<file path="src/rtl/multicycle_controller.sv">
// Control FSM for the multicycle RV32I core: sequences fetch/decode/execute over the shared
// ALU, register file and unified memory, stalls on memory wait states and counts retirements.
module multicycle_controller #(
  parameter int CNT_W = 32
) (
  input  logic             clk,
  input  logic             rst_n,
  input  logic [6:0]       op,
  input  logic             zero,
  input  logic             mem_ready,
  output logic             mem_req,
  output logic             AdrSrc,
  output logic             IRWrite,
  output logic             PCWrite,
  output logic             MemWrite,
  output logic             RegWrite,
  output logic [1:0]       ResultSrc,
  output logic [1:0]       ALUSrcA,
  output logic [1:0]       ALUSrcB,
  output logic [1:0]       ALUOp,
  output logic [1:0]       ImmSrc,
  output logic             halted,
  output logic [CNT_W-1:0] instret
);

  localparam logic [6:0] OP_LW   = 7'b0000011;
  localparam logic [6:0] OP_SW   = 7'b0100011;
  localparam logic [6:0] OP_R    = 7'b0110011;
  localparam logic [6:0] OP_I    = 7'b0010011;
  localparam logic [6:0] OP_JAL  = 7'b1101111;
  localparam logic [6:0] OP_BEQ  = 7'b1100011;

  typedef enum logic [3:0] {
    FETCH, DECODE, MEMADR, MEMREAD, MEMWB, MEMWRITE,
    EXECR, EXECI, ALUWB, JAL, BEQ, TRAP
  } state_e;

  state_e           state_q, state_d;
  logic [CNT_W-1:0] instret_q;
  logic             retire;

  always_ff @(posedge clk or negedge rst_n) begin
    if (!rst_n) begin
      state_q   <= FETCH;
      instret_q <= '0;
    end else begin
      state_q <= state_d;
      if (retire) instret_q <= instret_q + CNT_W'(1);
    end
  end

  assign instret = instret_q;

  // Outputs are forced low combinationally while reset is held, so they drop without waiting for a clock.
  always_comb begin
    state_d   = state_q;
    retire    = 1'b0;
    mem_req   = 1'b0;
    AdrSrc    = 1'b0;
    IRWrite   = 1'b0;
    PCWrite   = 1'b0;
    MemWrite  = 1'b0;
    RegWrite  = 1'b0;
    ResultSrc = 2'b00;
    ALUSrcA   = 2'b00;
    ALUSrcB   = 2'b00;
    ALUOp     = 2'b00;
    ImmSrc    = 2'b00;
    halted    = 1'b0;
    if (rst_n) begin
      unique case (op)
        OP_SW:   ImmSrc = 2'b01;
        OP_BEQ:  ImmSrc = 2'b10;
        OP_JAL:  ImmSrc = 2'b11;
        default: ImmSrc = 2'b00;
      endcase
      case (state_q)
        FETCH: begin
          mem_req   = 1'b1;
          ALUSrcB   = 2'b10;
          ResultSrc = 2'b10;
          IRWrite   = mem_ready;
          PCWrite   = mem_ready;
          if (mem_ready) state_d = DECODE;
        end
        DECODE: begin
          ALUSrcA = 2'b01;
          ALUSrcB = 2'b01;
          case (op)
            OP_LW, OP_SW: state_d = MEMADR;
            OP_R:         state_d = EXECR;
            OP_I:         state_d = EXECI;
            OP_JAL:       state_d = JAL;
            OP_BEQ:       state_d = BEQ;
            default:      state_d = TRAP;
          endcase
        end
        MEMADR: begin
          ALUSrcA = 2'b10;
          ALUSrcB = 2'b01;
          state_d = (op == OP_LW) ? MEMREAD : MEMWRITE;
        end
        MEMREAD: begin
          mem_req = 1'b1;
          AdrSrc  = 1'b1;
          if (mem_ready) state_d = MEMWB;
        end
        MEMWB: begin
          ResultSrc = 2'b01;
          RegWrite  = 1'b1;
          retire    = 1'b1;
          state_d   = FETCH;
        end
        MEMWRITE: begin
          mem_req  = 1'b1;
          AdrSrc   = 1'b1;
          MemWrite = mem_ready;
          if (mem_ready) begin
            retire  = 1'b1;
            state_d = FETCH;
          end
        end
        EXECR: begin
          ALUSrcA = 2'b10;
          ALUSrcB = 2'b00;
          ALUOp   = 2'b10;
          state_d = ALUWB;
        end
        EXECI: begin
          ALUSrcA = 2'b10;
          ALUSrcB = 2'b01;
          ALUOp   = 2'b10;
          state_d = ALUWB;
        end
        // Target was latched into ALUOut during DECODE; the ALU now forms the link OldPC+4.
        JAL: begin
          ALUSrcA = 2'b01;
          ALUSrcB = 2'b10;
          PCWrite = 1'b1;
          state_d = ALUWB;
        end
        ALUWB: begin
          RegWrite = 1'b1;
          retire   = 1'b1;
          state_d  = FETCH;
        end
        BEQ: begin
          ALUSrcA = 2'b10;
          ALUSrcB = 2'b00;
          ALUOp   = 2'b01;
          PCWrite = zero;
          retire  = 1'b1;
          state_d = FETCH;
        end
        TRAP: begin
          halted  = 1'b1;
          state_d = TRAP;
        end
        default: state_d = FETCH;
      endcase
    end
  end

endmodule

</file>
<file path="config.mk">
export PLATFORM = sky130hd
export DESIGN_NAME = multicycle_controller
export DESIGN_NICKNAME = d
export VERILOG_FILES = /design/src/rtl/multicycle_controller.sv
export SDC_FILE = /design/constraint.sdc
export NUM_CORES = 1
export LEC_CHECK = 0
export ABC_AREA = 1
export CORE_UTILIZATION = 35
export CTS_BUF_LIST = sky130_fd_sc_hd__clkbuf_8 sky130_fd_sc_hd__clkbuf_16
export DETAILED_ROUTE_END_ITERATION = 16
export PLACE_DENSITY_LB_ADDON = 0.3
export SLEW_MARGIN = 40
export SYNTH_ARGS = -nofsm -noshare
export SYNTH_HDL_FRONTEND = slang
export SYNTH_SLANG_ARGS = --single-unit
</file>
<file path="constraint.sdc">
create_clock -name clk -period 4.34 [get_ports clk]
set_input_delay 0.651 -clock clk [delete_from_list [all_inputs] [get_ports clk]]
set_output_delay 0.651 -clock clk [all_outputs]
set_load 0.05 [all_outputs]
</file>
# [After elaboration in Yosys (flattened, before gate mapping)]
# Index checks and enable logic that the tools add are counted.
[op_classes] n_reduce_logical=13 n_eq_ne=20 addsub=1 n_mux=33
[ops] operator="32-bit by 1-bit adder with 32-bit output, second input constant" n=1
[ops] operator="4-bit one-hot mux with 7 select lines" n=1
[ops] operator="4-bit one-hot mux with 5 select lines" n=1
[ops] operator="4-bit by 3-bit == test with 1-bit output, second input constant" n=4
[ops] operator="4-bit == test, second input constant" n=4
[ops] operator="2-bit one-hot mux with 2 select lines" n=4
[ops] operator="1-bit 2-to-1 mux" n=15
[ops] operator="7-bit by 6-bit == test with 1-bit output, second input constant" n=2
[ops] operator="7-bit == test, second input constant" n=2
[ops] operator="4-bit 2-to-1 mux" n=3
[ops] operator="2-bit OR reduction" n=6
[ops] operator="3-bit OR reduction" n=4
[ops] operator="2-bit 2-to-1 mux" n=5
[ops] operator="4-bit by 2-bit == test with 1-bit output, second input constant" n=2
[ops] operator="7-bit by 2-bit == test with 1-bit output, second input constant" n=1
[ops] operator="7-bit by 5-bit == test with 1-bit output, second input constant" n=1
[ops] operator="2-bit != test, second input constant" n=3
[ops] operator="2-bit one-hot mux with 3 select lines" n=1
[ops] operator="4-bit by 1-bit == test with 1-bit output, second input constant" n=1
[ops] operator="4-bit logical NOT" n=1
[ops] operator="4-bit AND reduction" n=1
[ops] operator="4-bit OR reduction" n=1
[ops] operator="3-bit 2-to-1 mux" n=1
[ops] operator="1-bit one-hot mux with 3 select lines" n=1
[ops] operator="1-bit one-hot mux with 2 select lines" n=1
[word_totals] out_inout_bits=49 reg_bits=36

# [Logic depth before layout (Yosys ltp)]
# Gate-level depths: netlist of the first run.
[depth] ltp_word=4 depth_mapped=10 mapped_depth_nobuf=10

# [Least setup slack after synthesis of the first run]
# Ideal clock, no wire load.
[synth_timing] path_type="input-to-output" from="input port rst_n" to="output port ResultSrc[0]" arrival_time_ns=2.188 path_buffers=0 path_stages=2 t_required_ns=3.689 path_slack_ns=1.501 cell_sequence="inv_1 > nor4_1"
[synth_via] elab_chain_len=1
[synth_lines] item="start: declaration" line_no="7" source="input logic rst_n,"
[synth_lines] item="2-bit 2-to-1 mux" line_no="70" source="if (rst_n) begin"
[synth_lines] item="end: declaration" line_no="17" source="output logic [1:0] ResultSrc,"
# Every way passes these cells.

# [Worst setup path in the final report of the first run]
[layout_timing] from="input port op[5]" to="output port ImmSrc[0]"
[layout_via] elab_chain_len=3 word_cells_on_any_way=5 cone_classes="eq/ne: 3; mux: 2"
[layout_lines] item="start: declaration" line_no="8" source="input logic [6:0] op,"
[layout_lines] item="7-bit == test or 7-bit by 6-bit == test with 1-bit output (tied branches)" line_no="71" source="unique case (op)"
[layout_lines] item="2-bit one-hot mux with 3 select lines *" line_no="71"
[layout_lines] item="2-bit 2-to-1 mux *" line_no="70"
[layout_lines] item="end: declaration" line_no="21" source="output logic [1:0] ImmSrc,"
# Every way passes the cells marked *; elsewhere a longest branch is shown, timed or not.

==> results of run 1 <==
[state kept, by name (all words and copies together), names as in the netlist]
signal   flops
state_q      4
instret     32
[cell families (layout without fill, tap and decap cells)]
| logic type | count (synthesis) | in the layout | share of synthesized area, % |
|---|---|---|---|
| and+or+nand+nor | 289 | 289 | 46.6 |
| buffers and inverters | 52 | 112 | 9.03 |
| DFF | 36 | 36 | 34.6 |
| AOI/OAI and AO/OA | 22 | 22 | 4.33 |
| xor gates and xnor gates | 14 | 14 | 5.00 |
| adders and majority gates | 1 | 1 | 0.480 |
[cell type report]
class | instances | area, um2 | area share (%)
Clock buffer | 5 | 68.8 | 2.05
Clock inverter | 3 | 38.8 | 1.15
Inverter | 44 | 165 | 4.92
Multi-Input combinational cell | 326 | 1470 | 43.7
Sequential cell | 36 | 901 | 26.8
Tap cell | 99 | 124 | 3.69
Timing Repair Buffer | 60 | 593 | 17.7
[layer usage]
| layer | up-vias | routed length [um] | GRT usage (%) |
|---|---|---|---|
| met5 | - | 0 | 0 |
| met4 | 0 | 48 | 4.40 |
| met3 | 5 | 299 | 2.89 |
| met2 | 62 | 3250 | 33.7 |
| met1 | 1304 | 3120 | 23.1 |
| li1 | 1400 | - | - |
[worst paths after layout]
check                                  startpoint                      end  slack [ns]
setup / recovery                            op[5]                ImmSrc[0]        1.16
hold / removal                              rst_n   state_q[3]$_DFFE_PN0P_        0.22
setup reg to reg           state_q[1]$_DFFE_PN0P_  instret[12]$_DFFE_PN0P_        2.42
hold reg to reg            instret[4]$_DFFE_PN0P_   instret[4]$_DFFE_PN0P_        0.54
max in group asynchronous                   rst_n  instret[13]$_DFFE_PN0P_        3.43
min in group clk           instret[4]$_DFFE_PN0P_   instret[4]$_DFFE_PN0P_        0.54
[cell usage in the layout, fill, tap and decap left out, types with 3 or more instances in the layout]
cell type and count:
a21oi_1 8, clkbuf_8 5, clkdlybuf4s50_1 58, dfrtp_1 36, inv_1 42, inv_2 3
nand2_1 157, nand2_2 12, nand3_1 28, nand4_1 7, nor2_1 72, nor2_2 5
nor3_1 3, o21ai_0 8, o21ai_1 4, xnor2_1 8, xor2_1 5
[critical path, delay by kind of cell]
kind            cells  cell delay [ns]
compound gates      1             0.17
buf+inv             3             1.35
simple gates        2             0.37
[where the power goes]
group	switching [W]	internal (W)
Combinational	0.000442	0.000193
Sequential	0.0000683	0.000377
Clock	0.000129	0.000168
Total	0.000639	0.000738
[metrics by stage]
stage          hold WS (ns)  power, W  utilization [%]  cell area (um2)  cells
2_1_floorplan         0.355  0.000924                -             2600    414
3_3_place_gp          0.511   0.00108             45.1             3250    565
3_5_place_dp          0.521   0.00109             45.1             3250    565
4_1_cts               0.224   0.00138             46.5             3360    573
5_1_grt               0.236   0.00145             46.5             3360    573
6_report              0.221   0.00138             46.5             3360    573
==> summary.md, run 1 <==
| Metric | Value |
|---|---|
| Layout cells sized above 1 | under 10% |
| IO Port Bufs | between 50 and 60 |
| Pre-antenna DRT Iters | 5 |
| Die height | between 80 and 90 um |
| Worst setup path class | input pin to primary output |
| Reg clk slew, reported paths | ~0.07 ns |
| Status | finished clean |
| Pre-CTS setup slack | 1.17 ns |
| Syn avg cell area | ~6.3 um2 |
| First-pass GRT wire length | about 12 mm |
| RSZ-0062 raised after global routing | no |
| Worst setup EP type | primary output |
| Tcrit/Tclk final | 73.2% |
| Routed vias/inst | slightly below 5 |
| Max Freq | 0.315 GHz |
| Nets | ~490 |
| Initial core utilization | a little over a third |
| Worst reg-to-reg path cell count | 8 |
| Arr. time, crit path | 2.52 ns |
| DRT Wirelength | between 6 and 7 mm |
| Peak VDD IR | roughly 190 uV |
| PD cells | about 410 nW/um2 |
| Final setup skew | about 0.011 ns |
| Setup TNS | 0 ns |
| Total grt overflow | 0 |
| Leakage | between 1 and 1.5 nW |
| Count of final setup violators | 0 |
| Routability Congestion | slightly above 0.8 |
| Synth cell types | 29 |
| Post-CTS Setup Repair Bufs | 0 |
| Via count | ~2,800 |
| Proportion of synthesized flip-flops having asynchronous set or reset | 100% |
| Post-synthesis instance total | 414 |
| Syn-to-layout area delta | 29.0% |
| Flops & latches, synth | 36 |
| CP max FO | 4 |
| Min-Delay Path Class | input pin to async pin |
| Commonest cells post-synth | nand2_1 (157), nor2_1 (72), inv_1 (41), dfrtp_1 (36), nand3_1 (28) |
| CTS tree | done |
| Worst Tran Pin Value | 0.542 ns |
| Drt wl/cell | roughly 12 um |
| Synth Net Count | ~430 |
| Fill count | 769 |
| Clock Path Buffers | 2 |
| Ports | 60 |
| Synth Warn # | 0 |
| Rel. slew slack | 63.9% |
| GR Util All Layers | 18.6% |
| Slew Limit Fails | 0 |
| Slowest stage delay, CP | between 0.8 and 0.9 ns |
| Largest area contributor in the netlist | dfrtp_1 |
| Total clock sinks | 36 |
| Drt initial violations | roughly 130 |
| Row count | 31 |
| Core Area | 7210 um2 |
| Skew-Pair Late Insertion Delay | around 0.29 ns |
| Period minus WS final | 3.18 ns |
| Post-route ant nets | 0 |
| Post-synth EDFFs | 0 |
| Max H-tree Level | 2 |
| Die width | 88.3 um |
| Crit path launch type | input pin |
| Cts hold-fix bufs | 0 |
| CTS Root Cell | clkbuf_8 |
| CP dominant cell by count | clkdlybuf4s50_1 |
| Sequential cell area fraction in the yosys report | 34.6% |
| Main area contributors after synthesis | dfrtp_1 (35%), nand2_1 (23%), nor2_1 (10%) |
| Final hold vios | 0 |
| Max cap viols | 0 |
| CTS buffer count | 5 |
| Critical Path RT | 3.69 ns |
| Most numerous cell in the Yosys netlist | nand2_1 |
| Top FF cell, synth | dfrtp_1 |
| Post-CTS Resized | 0 |
| Largest net degree at the start of global routing | 44 |
| Ant diodes | 0 |
| Vias in the first global route | ~2,600 |
| Die footprint | 7790 um2 |
| Top-area cell type share of the netlist area | 34.6% |
| Crit-path slowest cell | clkdlybuf4s50_1 |
| Antenna violations before repair | 0 |
| Crit path cell chain | clkdlybuf4s50_1 -> inv_1 -> nor2_1 -> nand3_1 -> a21oi_1 -> clkdlybuf4s50_1 |
| HPWL after DPL | 5.16 mm |
| DRC | 0 |
| Final setup margin | 1.16 ns |
| Synthesized area | around 2600 um2 |
Power figures use the tool's default switching activity.
==> inputs of run 2 (changes only) <==
Clock period 4.34 ns to 2.9 ns, I/O delays scaled along.
==> run 2 against run 1 <==
Via count decreased by 2.2%. Highest routed layer unchanged. Largest cell class unchanged. Register-to-register slack got worse by 1.3 ns. Clock skew about the same. Critical path type unchanged. Clock power increased by 32%.
==> summary.md, run 2 (synthesis results as in run 1) <==
| Metric | Value |
|---|---|
| Syn-to-layout area delta | 33.3% |
| Reg clk slew, reported paths | roughly 0.070 ns |
| Clock Path Buffers | 2 |
| Final setup margin | roughly 0.33 ns |
| Via count | approximately 2,700 |
| Worst Tran Pin Value | 0.532 ns |
| Hold endpoint | instret[4]$_DFFE_PN0P_ |
| Skew-Pair Late Insertion Delay | a little under 0.3 ns |
| Die height | 88.3 um |
| Largest net degree at the start of global routing | 33 |
| Nets | approximately 490 |
| CTS Root Cell | clkbuf_8 |
| Max H-tree Level | 2 |
| HPWL after DPL | ~5.2 mm |
| Most frequent cells in the layout | nand2_1 (157), nor2_1 (72), inv_1 (41), clkdlybuf4s50_1 (41), dfrtp_1 (36) |
| Max Freq | 0.389 GHz |
| First-pass GRT wire length | roughly 12 mm |
| Status | finished clean |
| Arr. time, crit path | between 2 and 2.5 ns |
| FF-to-FF setup slack | around 1.1 ns |
| Leakage | about 1.5 nW |
| Rel. slew slack | 64.4% |
| Pre-CTS setup slack | around 0.67 ns |
| Crit Reg-Reg Endpoint | instret[3]$_DFFE_PN0P_ |
| DRT Wirelength | between 6 and 7 mm |
| Die width | 88.3 um |
| Overall Power | ~0.0021 W |
| Routability Congestion | slightly above 0.8 |
| Worst Min Path Start | instret[4]$_DFFE_PN0P_ |
| Drt wl/cell | 11.6 um |
| Vias in the first global route | about 2,600 |
| Final hold vios | 0 |
| CTS buffer count | 5 |
| Hold Path Depth | 1 |
| Max reg flops | 32 |
| GR Util All Layers | 18.9% |
| Post-route ant nets | 0 |
| Antenna violations before repair | 0 |
| PD cells | approximately 600 nW/um2 |
| Tcrit/Tclk final | 88.6% |
| Post-CTS Setup Repair Bufs | 0 |
| CTS tree | done |
| Drt initial violations | about 130 |
| Reg-to-reg startpoint | state_q[0]$_DFFE_PN0P_ |
| Core Area | around 7200 um2 |
| Ant diodes | 0 |
| Total clock sinks | 36 |
| CP max FO | 12 |
| Row count | 31 |
| Fill count | ~760 |
| Count of final setup violators | 0 |
| DRC | 0 |
| Setup TNS | 0 ns |
| Worst hold slack | approximately 0.52 ns |
| Period minus WS final | between 2 and 3 ns |
| Crit path launch type | input pin |
| Die footprint | approximately 7800 um2 |
| Worst reg-to-reg path cell count | 8 |
| Final setup skew | 0.0110 ns |
| Worst setup path class | input pin to primary output |
| RSZ-0062 raised after global routing | no |
| Peak VDD IR | between 200 and 250 uV |
| Routed vias/inst | about 4.7 |
| Total grt overflow | 0 |
| Pre-antenna DRT Iters | 5 |
| Critical Path RT | roughly 2.5 ns |
| Max cap viols | 0 |
| Min-Delay Path Class | flip-flop to flip-flop |
| Slew Limit Fails | 0 |
| Most common cell after layout, fill and taps aside | nand2_1 |
| Worst setup EP type | primary output |
| IO Port Bufs | between 50 and 60 |
| Initial core utilization | between 30% and 40% |
| Layout cells sized above 1 | between 10% and 20% |
| Ports | 60 |
-- run 2: changes by cell type in the layout (fill, tap and decap cells not counted), sizes merged --
cell / before / now
inv: 45 / 44
clkbuf: 5 / 7
bufinv: 1 / 0
clkinv: 1 / 0
clkdlybuf4s50: 58 / 41
buf: 2 / 20
dlygate4sd3: 0 / 1
-- run 2: metrics by stage --
step	std cells	cell area, um2	util, %
floorplan	414	2600	-
global placement	566	3370	46.7
detailed placement	566	3370	46.7
CTS	574	3470	48.1
global route	574	3470	48.1
finish	574	3470	48.1
-- run 2: worst max path at each step --
stage                            from            to  slack [ns]
2_1_floorplan  state_q[1]$_DFFE_PN0P_  ResultSrc[0]        0.43
3_3_place_gp                    op[5]     ImmSrc[1]        0.74
3_5_place_dp                    op[5]     ImmSrc[0]        0.67
4_1_cts                         rst_n  ResultSrc[0]        0.31
5_1_grt                         rst_n  ResultSrc[0]        0.16
6_report                        rst_n  ResultSrc[0]        0.33
-- run 2: critical path, cell delays in order --
cell	delay [ns]
dlygate4sd3_1	0.54
buf_2	0.25
inv_1	0.23
nor4_1	0.47
buf_12	0.20
-- run 2: layout make-up --
type | instances | area [um2] | share of cell area [%]
timing repair buffer | 62 | 718 | 20.7
multi-input combinational | 326 | 1470 | 42.3
clock buffer | 7 | 96.3 | 2.77
tap | 99 | 124 | 3.57
sequential | 36 | 901 | 25.9
inverter | 44 | 165 | 4.76
-- run 2: metal layers --
layer / vias up / track usage (%) / wire length [um]
met1: 1230 / 24.3 / 3040
li1: 1402 / - / -
met4: 0 / 4.84 / 95
met3: 12 / 3.82 / 309
met5: - / 0 / 0
met2: 67 / 32.4 / 3210
-- run 2: what timing repair did --
action	4_1_cts	5_1_grt
hold endpoints to repair	4	0
hold buffers	1	0
gates resized for setup	0	0
-- run 2: where the power goes --
| part | switching [W] | internal [W] | leakage (nW) | total, W |
|---|---|---|---|---|
| Clock | 0.000179 | 0.000212 | 0.0503 | 0.000391 |
| Sequential | 0.000100 | 0.000564 | 0.491 | 0.000664 |
| Combinational | 0.000674 | 0.000356 | 0.985 | 0.00103 |
| Total | 0.000953 | 0.00113 | 1.53 | 0.00208 |
